**src/rtl/regfile_wr_arbiter_pkg.sv**
```systemverilog
// Shared constants and helpers for the GPR writeback arbiter.
// Source ids, address map and round-robin pointer math.
package regfile_wr_arbiter_pkg;

  localparam int GPR_WIDTH      = 8;
  localparam int GPR_DEPTH      = 8;
  localparam int REG_ADDR_W     = 4;
  localparam int PERIPH_SEL_BIT = 3;
  localparam int NUM_WB_SRC     = 3;

  typedef enum logic [1:0] {
    WB_SRC_ALU    = 2'd0,
    WB_SRC_LOAD   = 2'd1,
    WB_SRC_PERIPH = 2'd2
  } wb_src_e;

  // Next round-robin start: one past the winner, wrapping.
  function automatic int next_ptr(input int g, input int n);
    return (g + 1 >= n) ? 0 : g + 1;
  endfunction

endpackage

```
**src/rtl/regfile_wr_arbiter_rr.sv**
```systemverilog
// Combinational round-robin picker.
// Valid vector + start pointer -> one-hot grant and index.
module rr_arbiter #(
  parameter int NUM_REQ = 3,
  parameter int IDX_W   = $clog2(NUM_REQ)
) (
  input  logic [NUM_REQ-1:0] valid,
  input  logic [IDX_W-1:0]   ptr,
  output logic [NUM_REQ-1:0] grant,
  output logic [IDX_W-1:0]   idx,
  output logic               any
);

  logic [IDX_W-1:0] cand;

  // Scan from ptr, wrapping, and take the first valid slot.
  always_comb begin
    grant = '0;
    idx   = '0;
    any   = 1'b0;
    cand  = '0;
    for (int k = 0; k < NUM_REQ; k++) begin
      cand = IDX_W'((int'(ptr) + k) % NUM_REQ);
      if (!any && valid[cand]) begin
        any         = 1'b1;
        idx         = cand;
        grant[cand] = 1'b1;
      end
    end
  end

endmodule

```
**src/rtl/regfile_wr_arbiter.sv**
```systemverilog
// GPR write-port arbiter: round-robin grant, registered issue,
// pending-write scoreboard and peripheral-address drop.
module regfile_wr_arbiter
  import regfile_wr_arbiter_pkg::*;
#(
  parameter int NUM_REQ   = 3,
  parameter int GPR_WIDTH = regfile_wr_arbiter_pkg::GPR_WIDTH,
  parameter int GPR_DEPTH = regfile_wr_arbiter_pkg::GPR_DEPTH,
  parameter int ADDR_W    = REG_ADDR_W
) (
  input  logic                           clk,
  input  logic                           rst_n,
  input  logic [NUM_REQ-1:0]             req_valid,
  input  logic [NUM_REQ*ADDR_W-1:0]      req_addr,
  input  logic [NUM_REQ*GPR_WIDTH-1:0]   req_data,
  output logic [NUM_REQ-1:0]             req_ready,
  input  logic                           pend_set,
  input  logic [ADDR_W-1:0]              pend_addr,
  output logic                           wr_en,
  output logic [ADDR_W-1:0]              wr_addr,
  output logic [GPR_WIDTH-1:0]           wr_data,
  output logic [GPR_DEPTH-1:0]           busy,
  output logic                           drop
);

  localparam int IDX_W  = $clog2(NUM_REQ);
  localparam int GIDX_W = $clog2(GPR_DEPTH);

  logic [IDX_W-1:0]     rr_ptr;
  logic [NUM_REQ-1:0]   grant;
  logic [IDX_W-1:0]     g_idx;
  logic                 g_any;
  logic                 xfer;
  logic                 periph;
  logic [ADDR_W-1:0]    sel_addr;
  logic [GPR_WIDTH-1:0] sel_data;
  logic [GPR_DEPTH-1:0] busy_nxt;

  rr_arbiter #(
    .NUM_REQ (NUM_REQ),
    .IDX_W   (IDX_W)
  ) u_rr (
    .valid (req_valid),
    .ptr   (rr_ptr),
    .grant (grant),
    .idx   (g_idx),
    .any   (g_any)
  );

  assign req_ready = rst_n ? grant : '0;
  assign xfer      = g_any & rst_n;
  assign periph    = sel_addr[PERIPH_SEL_BIT];

  // Route the granted requester's address and data.
  always_comb begin
    sel_addr = '0;
    sel_data = '0;
    for (int i = 0; i < NUM_REQ; i++) begin
      if (grant[i]) begin
        sel_addr = req_addr[i*ADDR_W +: ADDR_W];
        sel_data = req_data[i*GPR_WIDTH +: GPR_WIDTH];
      end
    end
  end

  // Advance the start pointer past each winner.
  always_ff @(posedge clk or negedge rst_n) begin
    if (!rst_n) begin
      rr_ptr <= '0;
    end else if (xfer) begin
      rr_ptr <= IDX_W'(next_ptr(int'(g_idx), NUM_REQ));
    end
  end

  // Issue register: GPR writes forward, peripheral ones drop.
  always_ff @(posedge clk or negedge rst_n) begin
    if (!rst_n) begin
      wr_en   <= 1'b0;
      wr_addr <= '0;
      wr_data <= '0;
      drop    <= 1'b0;
    end else if (xfer && !periph) begin
      wr_en   <= 1'b1;
      wr_addr <= sel_addr;
      wr_data <= sel_data;
      drop    <= 1'b0;
    end else begin
      wr_en   <= 1'b0;
      drop    <= xfer;
    end
  end

  // Retire on the issued write, then mark new producer (wins).
  always_comb begin
    busy_nxt = busy;
    if (wr_en) begin
      busy_nxt[wr_addr[GIDX_W-1:0]] = 1'b0;
    end
    if (pend_set && !pend_addr[PERIPH_SEL_BIT]) begin
      busy_nxt[pend_addr[GIDX_W-1:0]] = 1'b1;
    end
  end

  // Scoreboard state.
  always_ff @(posedge clk or negedge rst_n) begin
    if (!rst_n) begin
      busy <= '0;
    end else begin
      busy <= busy_nxt;
    end
  end

endmodule
```
**config.mk**
```make
export PLATFORM = sky130hd
export DESIGN_NAME = regfile_wr_arbiter
export DESIGN_NICKNAME = d
export VERILOG_FILES = /design/src/rtl/regfile_wr_arbiter_pkg.sv /design/src/rtl/regfile_wr_arbiter_rr.sv /design/src/rtl/regfile_wr_arbiter.sv
export SDC_FILE = /design/constraint.sdc
export NUM_CORES = 1
export LEC_CHECK = 0
export CORE_MARGIN = 4
export CORE_UTILIZATION = 46
export CTS_CLUSTER_SIZE = 20
export DETAILED_ROUTE_END_ITERATION = 7
export GPL_TIMING_DRIVEN = 0
export HOLD_SLACK_MARGIN = 0.05
export PLACE_DENSITY_LB_ADDON = 0.25
export RECOVER_POWER = 25
export SYNTH_ARGS = -nofsm -noshare
export SYNTH_HDL_FRONTEND = slang
export SYNTH_HIERARCHICAL = 1
export SYNTH_SLANG_ARGS = --single-unit
```
**constraint.sdc**
```tcl
create_clock -name clk -period 3.7 [get_ports clk]
set_clock_uncertainty 0.05 [all_clocks]
set_input_delay 0.555 -clock clk [delete_from_list [all_inputs] [get_ports clk]]
set_output_delay 0.555 -clock clk [all_outputs]
set_load 0.02 [all_outputs]
```
==> impl_results.md <==
- Status: finished, final reports clean
- Worst path cell trace: inv_1 > ha_1 > clkbuf_2 > inv_1 > a21oi_1 > o21ai_0 > a21oi_2 > buf_4 > and2_1 > clkdlybuf4s50_1
- Placed cell count: ~320
- Starting Density: between 40% and 50%
- Synth Area in Adders: 2.95%
- Critical path buffers and inverters: 5
- Clock transition at the registers of the reported paths: 0.09 ns
- Fin. max-slew vios: 0
- Synth Flop Type: dfrtp_1
- Avg Inst Size Synth: 8.45 sq um
- Final net count: between 300 and 400
- Most used cell, CP: inv_1
- R2r setup slk: 0.97 ns
- Detailed-router iteration count before antenna repair: 4
- Max-slew headroom: 0.986%
- Synth Register Bits: 24
- Post-Layout Cell Count: 319
- Post-Synth XOR/XNOR Area: 0%
- # diodes: 0
- RSZ-0062 raised after global routing: no
- Wirelength per Cell: 15.0 um
- Hold path endpoint: busy[1]
- Total Die Area: 4730 sq um
- Net Count, Synth: 251
- Total track usage: between 20% and 30%
- # Max-Cap Violations: 0
- Post-Place Setup Slack: 0.123 ns
- Number of global-route vias before repair: 1629
- Worst Setup End Kind: output pin
- Asr flop ratio synth: 100%
- VDD IR max: 0.595 mV
- Worst-path maximum fanout: 10
- Core box area: 3440 sq um
- Max clock buf depth: 2
- Hold WC Path Type: reg2reg
- Filler cells: 281
- R2r endpoint: wr_data[1]
- H-tree depth: 1
- Hold Path Stages: 2
- Peak Freq: 0.287 GHz
- CP arrival: around 2.9 ns
- Post-synthesis sequential area ratio: a little over a third
- Post-CTS Setup Inserts: 0
- Final min period: 3.49 ns
- Crit path launch: rr_ptr[0]
- Global-route wire length before repair: 7520 um
- Row count: 21
- DRC: 0
- DRT iter0 DRCs: between 70 and 80
- Grt total ovfl: 0
- Combinational family with the most area after synthesis: compound AO/OA/AOI/OAI gates
- Critical path's slowest cell: clkdlybuf4s50_1
- Worst Path Class, Setup: reg2out
- Final WS setup: 0.211 ns
- Mux cell area share after synthesis: 0.811%
- Clock sink total: 24
- Hpwl dp: 3780 um
- FF-to-FF Start: rr_ptr[0]
- Clk_lat worst skew: roughly 0.27 ns
- Final worst-path cycle share: 94.3%
- GP Congestion: 0.951
- Pleak: between 1 and 1.5 nW
- Mapped Cells: about 200
- Post-layout util: about three quarters
- Synth warn: 6
- Slew @ Worst Pin: 1.49 ns
- WP data required: just over 3 ns
- Hold_sp: busy[1]
- Critical path startpoint category: flip-flop
- CTS tree: yes
- Final wirelength: 4790 um
- EDFF count, synth: 0
- Port Buf Inserts: around 70
- Synth Cell Area: ~1700 sq um
- Delay-heaviest family, CP: buffers and inverters
- Endpoints failing hold: 0
- Clk root buf: clkbuf_8
- Largest net degree at the start of global routing: 30
- DR vias/cell: ~5.5
- Antenna Violating Nets Remaining: 0
- Area grow syn2layout: 48.3%
- Die X: 68.8 um
- Setup tns final: 0 ns
- Initial antenna violation count: 0
- Share of cells above drive strength 1: 9.16%
- Post-synth cell types: 42
- Pwr/cell area: 856 nW/um^2
- R2R cell count: 11
- Max stage delay on crit path: approximately 0.6 ns
- I/O pin count: 71
- Simple-gate share of the synthesized area: 23.6%
- Synth Area in Compound Gates: 28.7%
- CTS Buf Count: 3
- DR vias: around 1.8k
- Die H: 68.8 um
- Setup Viol. Count Final: 0
==> worst min-delay path, cell delays in order (launching register included) <==
cell and delay, ns:
dfrtp_1 0.35, o31ai_1 0.07, nand2_1 0.05
==> layout make-up <==
class	instances	area, sq um	area share, %
plain buffers	13	81.3	3.23
clock buffers	3	41.3	1.64
clock inverters	1	30.0	1.19
inverters	16	60.1	2.39
multi-input cells	147	962	38.2
flip-flops and latches	24	601	23.9
well taps	46	57.6	2.29
repair buffers	69	684	27.2
==> metrics by stage <==
stage	area (sq um)	hold slack [ns]	power, mW
5_1_grt	2520	0.475	2.33
2_1_floorplan	1700	0.209	1.43
6_report	2520	0.452	2.16
3_3_place_gp	2450	0.430	1.88
3_5_place_dp	2450	0.437	1.92
4_1_cts	2520	0.457	2.14
==> what timing repair did <==
| action | 4_1_cts | 5_1_grt |
|---|---|---|
| hold buffers | 0 | 0 |
| resized for setup | 0 | 2 |
| setup endpoints to repair | 0 | 3 |
==> cell families after synthesis <==
family,after synthesis
AO/OA/AOI/OAI,68
buffers and inverters,30
flip-flops,24
adder cells (fa/ha/maj),4
multiplexers,1
AND/OR/NAND/NOR,74
==> worst max-delay path by stage <==
| stage | to | slack, ns | cells past startpoint |
|---|---|---|---|
| finish | req_ready[1] | 0.21 | 10 |
| global route | req_ready[1] | 0.03 | 10 |
| CTS | req_ready[2] | 0.08 | 10 |
| detailed placement | req_ready[2] | 0.12 | 8 |
| global placement | req_ready[2] | 0.12 | 8 |
| floorplan | req_ready[2] | 1.13 | 9 |
==> layer usage <==
| metal | track usage, % | vias up | share of wire (%) | routed length (um) |
|---|---|---|---|---|
| met2 | 34.4 | 77 | 47 | 2260 |
| met5 | 0 | - | 0 | 0 |
| met4 | 7.30 | 0 | 1.8 | 85 |
| met1 | 28.2 | 800 | 44 | 2090 |
| met3 | 2.92 | 10 | 7.5 | 357 |
| li1 | - | 867 | - | - |
==> registers in the layout, summed over array words and instances (netlist names) <==
name	cells
wr_en	1
rr_ptr	2
drop	1
wr_data	8
busy	8
wr_addr	4
==> synthesized netlist by cell type (2+ instances only) <==
master	number	area, sq um
clkbuf_1	3	11.3
nor2_1	5	18.8
o21ai_0	9	45.0
inv_1	16	60.1
dfrtp_1	24	601
a21oi_2	2	17.5
o31ai_1	5	37.5
clkbuf_2	2	10.0
and2_1	3	18.8
nand3b_1	14	105
nand2b_1	7	43.8
a32o_1	2	20.0
buf_4	5	37.5
ha_1	4	50.1
a21oi_1	17	85.1
a221o_1	11	110
nand3_1	3	15.0
buf_2	3	15.0
nor2b_1	4	25.0
o22ai_1	11	68.8
nand2_1	30	113
==> cell usage in the layout, fill, tap and decap left out, types with 2 or more instances in the layout <==
master,synthesis,final
o22ai_1,11,11
buf_4,5,5
o21ai_0,9,9
ha_1,4,4
clkdlybuf4s50_1,0,68
a21oi_2,2,3
a21oi_1,17,16
buf_2,3,3
nand2b_1,7,7
nand3_1,3,3
inv_1,16,16
clkbuf_2,2,2
o31ai_1,5,5
dfrtp_1,24,24
a32o_1,2,2
nand3b_1,14,14
nor2b_1,4,4
clkbuf_1,3,3
nor2_1,5,5
nand2_1,30,30
clkbuf_8,0,3
and2_1,3,3
a221o_1,11,11
==> power by group <==
group / switching, mW / internal, mW / leakage, nW
clock network: 0.0827 / 0.145 / 0.0357
logic: 0.793 / 0.673 / 0.709
registers: 0.0845 / 0.378 / 0.296
(Power assumes the default switching activity.)
